[config.mk]
export PLATFORM = sky130hd
export DESIGN_NAME = dot_accum_argmax
export DESIGN_NICKNAME = d
export VERILOG_FILES = /design/src/rtl/dot_accum_argmax.sv
export SDC_FILE = /design/constraint.sdc
export NUM_CORES = 1
export LEC_CHECK = 0
export CAP_MARGIN = 20
export CORE_MARGIN = 2
export CORE_UTILIZATION = 50
export CTS_CLUSTER_DIAMETER = 50
export DETAILED_ROUTE_END_ITERATION = 10
export PLACE_DENSITY = 0.75
export SLEW_MARGIN = 20
export SYNTH_ARGS = -nofsm -noshare
export SYNTH_HDL_FRONTEND = slang
export SYNTH_SLANG_ARGS = --single-unit
[constraint.sdc]
create_clock -name clk -period 9.55 [get_ports clk]
set_input_delay 1.91 -clock clk [delete_from_list [all_inputs] [get_ports clk]]
set_output_delay 1.91 -clock clk [all_outputs]
set_load 0.01 [all_outputs]
[src/rtl/dot_accum_argmax.sv]
`ifndef VMU_DATA_WIDTH
`define VMU_DATA_WIDTH 16
`endif
// dot_accum_argmax: accumulates partial-sum beats into per-column correlations and tracks the column with the largest |correlation|.
module dot_accum_argmax #(
    parameter int DW    = `VMU_DATA_WIDTH,
    parameter int IDX_W = 6
) (
    input  logic             clk,
    input  logic             rst,
    input  logic             start,
    input  logic             in_valid,
    output logic             in_ready,
    input  logic [DW-1:0]    in_data,
    input  logic             in_col_last,
    input  logic             in_srch_last,
    output logic             corr_valid,
    output logic [DW-1:0]    corr_data,
    output logic [IDX_W-1:0] corr_idx,
    output logic             res_valid,
    input  logic             res_ready,
    output logic [IDX_W-1:0] res_idx,
    output logic [DW-1:0]    res_val,
    output logic             busy
);
    typedef enum logic [1:0] {IDLE, ACCUM, COMPARE, DONE} state_t;

    state_t           r_state;
    logic [DW-1:0]    r_acc;
    logic [DW-1:0]    r_col_sum;
    logic [DW-1:0]    r_best_abs;
    logic [DW-1:0]    r_res_val;
    logic [IDX_W-1:0] r_col_idx;
    logic [IDX_W-1:0] r_res_idx;
    logic             r_srch_last;
    logic             r_best_valid;

    logic [DW-1:0]    w_sum;
    logic [DW-1:0]    w_abs;
    logic             w_take;

    assign w_sum  = r_acc + in_data;
    // most negative value has no positive counterpart, so clamp it to the max positive
    assign w_abs  = !r_col_sum[DW-1] ? r_col_sum :
                    (r_col_sum == {1'b1, {(DW-1){1'b0}}}) ? {1'b0, {(DW-1){1'b1}}} : -r_col_sum;
    assign w_take = !r_best_valid || (w_abs > r_best_abs);

    assign in_ready   = r_state == ACCUM;
    assign corr_valid = r_state == COMPARE;
    assign corr_data  = r_col_sum;
    assign corr_idx   = r_col_idx;
    assign res_valid  = r_state == DONE;
    assign res_idx    = r_res_idx;
    assign res_val    = r_res_val;
    assign busy       = r_state != IDLE;

    always_ff @(posedge clk or posedge rst) begin
        if (rst) begin
            r_state      <= IDLE;
            r_acc        <= '0;
            r_col_sum    <= '0;
            r_best_abs   <= '0;
            r_res_val    <= '0;
            r_col_idx    <= '0;
            r_res_idx    <= '0;
            r_srch_last  <= 1'b0;
            r_best_valid <= 1'b0;
        end else begin
            case (r_state)
                IDLE: if (start) begin
                    r_acc        <= '0;
                    r_col_idx    <= '0;
                    r_best_abs   <= '0;
                    r_best_valid <= 1'b0;
                    r_res_idx    <= '0;
                    r_res_val    <= '0;
                    r_state      <= ACCUM;
                end
                ACCUM: if (in_valid) begin
                    if (in_col_last || in_srch_last) begin
                        r_col_sum   <= w_sum;
                        r_srch_last <= in_srch_last;
                        r_acc       <= '0;
                        r_state     <= COMPARE;
                    end else begin
                        r_acc <= w_sum;
                    end
                end
                COMPARE: begin
                    if (w_take) begin
                        r_best_abs   <= w_abs;
                        r_res_val    <= r_col_sum;
                        r_res_idx    <= r_col_idx;
                        r_best_valid <= 1'b1;
                    end
                    r_col_idx <= r_col_idx + 1'b1;
                    r_state   <= r_srch_last ? DONE : ACCUM;
                end
                DONE: if (res_ready) r_state <= IDLE;
            endcase
        end
    end
endmodule

==> run_results.csv, run 1 <==
group,metric,value,unit
clock_tree,post_cts_buffers,0,
finish,fillers,707,
die,die_h,98.8,um
min_path,min-delay-start,"r_best_valid",
finish,antennaDiodeCount,0,
sta,max_freq,0.221,GHz
place,gp_congestion,0.961,
yosys,synth_flop_cell,"dfrtp_1",
place,io_buffer_count,70,
clock_tree,clock_latency,0.36,ns
clock_tree,cts_root_buf,"clkbuf_8",
setup_path,r2r_setup_slack,5.02,ns
power_and_ir_drop,power_frac_clock,0.134,
setup_path,crit_required,9.84,ns
sta,slew_violations,0,
detailed_routing,drtIter0Drc,195,
power_and_ir_drop,p_int,0.00100,W
finish,fin_nets,573,
die,start_util,0.515,
power_and_ir_drop,p_leak,2.49,nW
clock_tree,htreeDepth,3,
setup_path,crit_path_max_fanout,29,
setup_path,start_kind,"flip-flop",
setup_path,reg2reg_from,"corr_data[15]",
detailed_routing,ant_nets,0,
place,hpwl,7620,um
place,post-place-ws,5.12,ns
min_path,hold_class,"flip-flop to flip-flop",
clock_tree,cts_tree,"yes",
grt,antenna_found_initial,0,
yosys,yosysUniqueCellTypes,55,
setup_path,critPathCaptureType,"flip-flop",
yosys,synth.net_count,506,
detailed_routing,first_pass_iters,4,
sta,hold_viol_final,0,
power_and_ir_drop,pwr-share-seq,0.349,
die,ios,71,
setup_path,arrival,4.83,ns
yosys,async_flop_share,1.00,
yosys,synth-seq-cells,80,
status,status,"finished, final reports clean",
yosys,synth_edf_count,0,
place,placedInstanceArea,5290,um^2
setup_path,crit_family,"simple AND/OR/NAND/NOR gates",
clock_tree,cts_buffers,9,
detailed_routing,vias,3691,
sta,setup_viol,0,
grt,grt_pass1_vias,3693,
finish,finish.instance_area,5480,um^2
sta,setup_slack,5.02,ns
clock_tree,clk_pin_slew_worst_paths,0.09,ns
sta,worstMarginPinSlew,0.995,ns
yosys,ys_seq_area_frac,0.445,
detailed_routing,drc_errors,0,
grt,grt_first_pass_wirelength,18000,um
place,dp.cells,613,
yosys,synth_top_area_cell,"dfrtp_1",
sta,clock_skew,0.00834,ns
setup_path,startpoint,"corr_data[15]",
finish,area_growth,21.8,%
sta,period_minus_slack,4.53,ns
clock_tree,cts.path.max_buffers,2,
sta,finalCritPeriodShare,0.475,
die,die_area,9770,um^2
finish,final_cells,629,
finish,drive_gt1_frac,0.0653,
power_and_ir_drop,swShare,0.425,
job,drv_cap,0,
setup_path,max_stage_delay,0.79,ns
power_and_ir_drop,pwr-share-comb,0.517,
yosys,syn_avg_cell_area,10.0,um^2
sta,relSlewSlack,0.332,
power_and_ir_drop,ir_drop,130,uV
yosys,synth_top_area_share,0.445,
grt,grt_max_degree,81,
power_and_ir_drop,power.density,319,nW/um^2
sta,rsz0062_at_grt,"false",
die,die_w,98.8,um
finish,layout_common_cells,"80 x dfrtp_1, 70 x clkdlybuf4s50_1, 55 x nand2_1, 46 x a22o_1, 33 x ha_1",
yosys,synth.yosys.warnings,0,
detailed_routing,viasPerCell,5.87,
setup_path,cp_slowest_cell,"dfrtp_1",
finish,final_common_cell,"dfrtp_1",
grt,gr-total-overflow,0,
power_and_ir_drop,switchingPower,0.000741,W
yosys,syn-cell-area,4500,um^2
sta,tns,0,ns
clock_tree,clock-sinks,80,
setup_path,crit_type,"flip-flop to flip-flop",
detailed_routing,drt-wirelength-per-cell,16.9,um
setup_path,cp_cell_sequence,"nor4b_1, nor3b_4, nor3_1, a21oi_1, ha_1, nand4_1, a2111o_1, o211ai_1, nor3b_2, buf_4, a22o_1",
finish,fin_util,0.628,
die,rows,34,
die,core_area,8720,um^2
detailed_routing,wl,10700,um
clock_tree,post_cts_resized,0,
yosys,yosys-top-cells-area,"dfrtp_1 45%, ha_1 9.2%, a22o_1 9.0%",
clock_tree,cts_hold_buf,0,
setup_path,worst-path-buf-inv,1,
yosys,netlist_instances,449,
grt,grtUsageTotal,0.228,
## registers in the layout, indices dropped and copies added (netlist names)
| name | count |
|---|---|
| r_srch_last | 1 |
| r_acc | 16 |
| r_state | 2 |
| res_idx | 6 |
| res_val | 16 |
| corr_idx | 6 |
| r_best_valid | 1 |
| r_best_abs | 16 |
| corr_data | 16 |
## cells by family after synthesis
kind of cell    synth area share
mux                       0.0189
compound gates             0.233
simple gates               0.129
xor+xnor                  0.0409
fa+ha+maj                 0.0963
flops                      0.445
buf+inv                   0.0373
## cell type report
cell class              count  area (um^2)  area share
multi-input cells         327         2330       0.426
flip-flops and latches     80         2000       0.366
repair buffers             74          734       0.134
clock buffers              10          138      0.0251
well taps                 108          135      0.0247
inverters                  24         91.3      0.0167
clock inverters             6         43.8     0.00800
## stage by stage
step                total power (W)  hold WS [ns]
detailed placement          0.00151         0.467
global placement            0.00147         0.459
global route                0.00189         0.510
floorplan                   0.00117         0.450
finish                      0.00174         0.485
CTS                         0.00175         0.485
## path summary, 6_finish.rpt
check                               end  cells after the start
setup / recovery             res_val[8]                     11
hold / removal             r_best_valid                      1
setup reg to reg             res_val[8]                     11
hold reg to reg            r_best_valid                      1
max in group asynchronous  corr_data[4]                      3
min in group asynchronous   res_val[12]                      3
## power by group through the flow
stage,clock (W),combinational [W],sequential (W)
5_1_grt,0.000252,0.00101,0.000628
6_report,0.000234,0.000902,0.000608
3_5_place_dp,0,0.000900,0.000611
3_3_place_gp,0,0.000869,0.000605
2_1_floorplan,0,0.000580,0.000590
4_1_cts,0.000238,0.000903,0.000606
## routing by layer
layer | up-vias | wire length, um | GRT usage
met4 | 0 | 108 | 0.0875
li1 | 1784 | - | -
met5 | - | 0 | 0
met3 | 9 | 514 | 0.0340
met2 | 91 | 5150 | 0.359
met1 | 1807 | 4880 | 0.321
## synthesized netlist by cell type, types with 3 or more instances
| cell | instances |
|---|---|
| a211oi_1 | 5 |
| a21o_1 | 9 |
| a21oi_1 | 21 |
| a22o_1 | 46 |
| a31oi_1 | 5 |
| and2_1 | 3 |
| and3_1 | 3 |
| clkbuf_1 | 14 |
| dfrtp_1 | 80 |
| ha_1 | 33 |
| inv_1 | 24 |
| mux2_2 | 4 |
| mux2i_1 | 4 |
| nand2_1 | 55 |
| nand2b_1 | 4 |
| nand4_1 | 7 |
| nor2_1 | 21 |
| nor2b_1 | 4 |
| nor3_1 | 7 |
| o211ai_1 | 5 |
| o21ai_0 | 29 |
| o31ai_1 | 6 |
| xnor2_1 | 7 |
| xor2_1 | 14 |
Power figures use the tool's default switching activity.
==> run 2, diff against run 1 <==
==> constraint.sdc (replaced) <==
create_clock -name clk -period 4.4 [get_ports clk]
set_input_delay 0.88 -clock clk [delete_from_list [all_inputs] [get_ports clk]]
set_output_delay 0.88 -clock clk [all_outputs]
set_load 0.01 [all_outputs]
==> run_results.csv, run 2 (synthesis results as in run 1) <==
group,metric,value,unit
status,status,"finished, final reports clean",
clock_tree,cts_hold_buf,0,
setup_path,cp_slowest_cell,"or4_4",
detailed_routing,first_pass_iters,4,
sta,setup_viol,0,
power_and_ir_drop,ir_drop,315,uV
die,die_h,98.8,um
die,core_area,8720,um^2
clock_tree,clk_pin_slew_worst_paths,0.08,ns
sta,worstMarginPinSlew,1.01,ns
place,hpwl,7950,um
power_and_ir_drop,swShare,0.407,
power_and_ir_drop,switchingPower,0.00163,W
detailed_routing,vias,3788,
setup_path,r2r_setup_slack,0.45,ns
grt,gr-total-overflow,0,
sta,hold_viol_final,0,
sta,tns,0,ns
setup_path,start_kind,"flip-flop",
detailed_routing,drc_errors,0,
finish,final_cells,644,
sta,max_freq,0.253,GHz
power_and_ir_drop,pwr-share-comb,0.546,
finish,area_growth,25.1,%
sta,slew_violations,0,
sta,relSlewSlack,0.319,
min_path,min-delay-start,"r_best_valid",
sta,period_minus_slack,3.95,ns
power_and_ir_drop,p_leak,2.59,nW
setup_path,reg2reg_from,"corr_data[6]",
die,rows,34,
grt,grtUsageTotal,0.228,
power_and_ir_drop,fin_total_pwr,0.00399,W
sta,rsz0062_at_grt,"false",
finish,layout_common_cells,"80 x dfrtp_1, 70 x clkdlybuf4s50_1, 55 x nand2_1, 46 x a22o_1, 33 x ha_1",
finish,antennaDiodeCount,0,
place,io_buffer_count,70,
power_and_ir_drop,pwr-share-seq,0.303,
detailed_routing,wl,10900,um
clock_tree,cts_root_buf,"clkbuf_8",
clock_tree,clock-sinks,80,
clock_tree,cts.path.max_buffers,2,
grt,antenna_found_initial,0,
power_and_ir_drop,p_int,0.00237,W
detailed_routing,viasPerCell,5.88,
setup_path,crit_path_max_fanout,24,
job,drv_cap,0,
setup_path,crit_family,"simple AND/OR/NAND/NOR gates",
clock_tree,cts_tree,"yes",
setup_path,worst-path-buf-inv,2,
finish,drive_gt1_frac,0.0858,
die,die_w,98.8,um
grt,grt_max_degree,55,
power_and_ir_drop,power.density,710,nW/um^2
sta,finalCritPeriodShare,0.899,
setup_path,max_stage_delay,0.54,ns
clock_tree,clock_latency,0.35,ns
setup_path,critPathCaptureType,"flip-flop",
power_and_ir_drop,power_frac_clock,0.150,
finish,final_common_cell,"dfrtp_1",
min_path,hold_class,"flip-flop to flip-flop",
place,gp_congestion,0.890,
grt,grt_first_pass_wirelength,17900,um
die,die_area,9770,um^2
clock_tree,htreeDepth,3,
finish,finish.instance_area,5620,um^2
place,dp.cells,627,
finish,fin_nets,588,
min_path,min_path_cells,1,
min_path,min_to,"r_best_valid",
sta,clock_skew,0.00874,ns
setup_path,crit_required,4.69,ns
setup_path,crit_type,"flip-flop to flip-flop",
die,ios,71,
detailed_routing,drt-wirelength-per-cell,16.9,um
setup_path,arrival,4.25,ns
setup_path,cp_cell_sequence,"or4_4, or3_1, buf_4, o31a_1, nor3_1, a21oi_1, ha_1, nand4_1, or3_1, nor3_1, nand3b_1, buf_4, a22o_1",
detailed_routing,ant_nets,0,
finish,fin_util,0.645,
setup_path,ff2ff_path_depth,13,
place,placedInstanceArea,5400,um^2
grt,grt_pass1_vias,3753,
setup_path,reg2reg_to,"res_val[9]",
die,start_util,0.515,
clock_tree,cts_buffers,9,
detailed_routing,drtIter0Drc,147,
-- run 2: worst max path at each step --
stage	from	depth (start not counted)	end	slack, ns
final	corr_data[6]	13	res_val[9]	0.45
after CTS	corr_data[6]	12	r_best_abs[4]	0.21
after detailed placement	corr_data[6]	13	res_val[9]	0.06
after floorplan	corr_data[6]	14	r_best_abs[15]	0.48
after global routing	corr_data[6]	13	res_val[15]	0.23
after global placement	corr_data[6]	13	r_best_abs[15]	0.23
-- run 2: per-layer routing --
metal  vias up  global-route usage  part of all wire
li1       1805                   -                 -
met1      1854               0.309              0.47
met2       117               0.372              0.47
met3        12              0.0426             0.052
met4         0              0.0706             0.011
met5         -                   0                 0
-- run 2: per-stage QoR --
| stage | hold slack, ns | worst slack, ns |
|---|---|---|
| final | 0.482 | 0.446 |
| after global routing | 0.500 | 0.232 |
| after CTS | 0.485 | 0.210 |
| after detailed placement | 0.466 | 0.0581 |
| after global placement | 0.462 | 0.229 |
| after floorplan | 0.450 | 0.478 |
-- run 2: cell type report --
| class | count | area (um^2) |
|---|---|---|
| multi-input combinational | 327 | 2340 |
| sequential | 80 | 2000 |
| fill | 719 | 3100 |
| timing repair buffer | 89 | 843 |
| clock buffer | 13 | 149 |
| inverter | 24 | 91.3 |
| tap | 108 | 135 |
| clock inverter | 3 | 65.1 |
-- run 2: power groups by stage --
stage | registers (W) | clock network, W | logic (W)
after floorplan | 0.00128 | 0 | 0.00126
after global placement | 0.00122 | 0 | 0.00209
after detailed placement | 0.00122 | 0 | 0.00215
after CTS | 0.00121 | 0.000607 | 0.00216
after global routing | 0.00125 | 0.000632 | 0.00241
final | 0.00121 | 0.000600 | 0.00218
-- run 2: repair_timing --
item / CTS / global route
resized for setup: 1 / 0
buffers inserted: 0 / 1
setup endpoints to repair: 9 / 23
-- run 2: worst reg2reg max path, stage by stage, from the launching register on --
cell	delay, ns
dfrtp_1	0.38
or4_4	0.54
or3_1	0.40
buf_4	0.17
o31a_1	0.26
nor3_1	0.17
a21oi_1	0.09
ha_1	0.31
nand4_1	0.16
or3_1	0.40
nor3_1	0.35
nand3b_1	0.18
buf_4	0.29
a22o_1	0.20
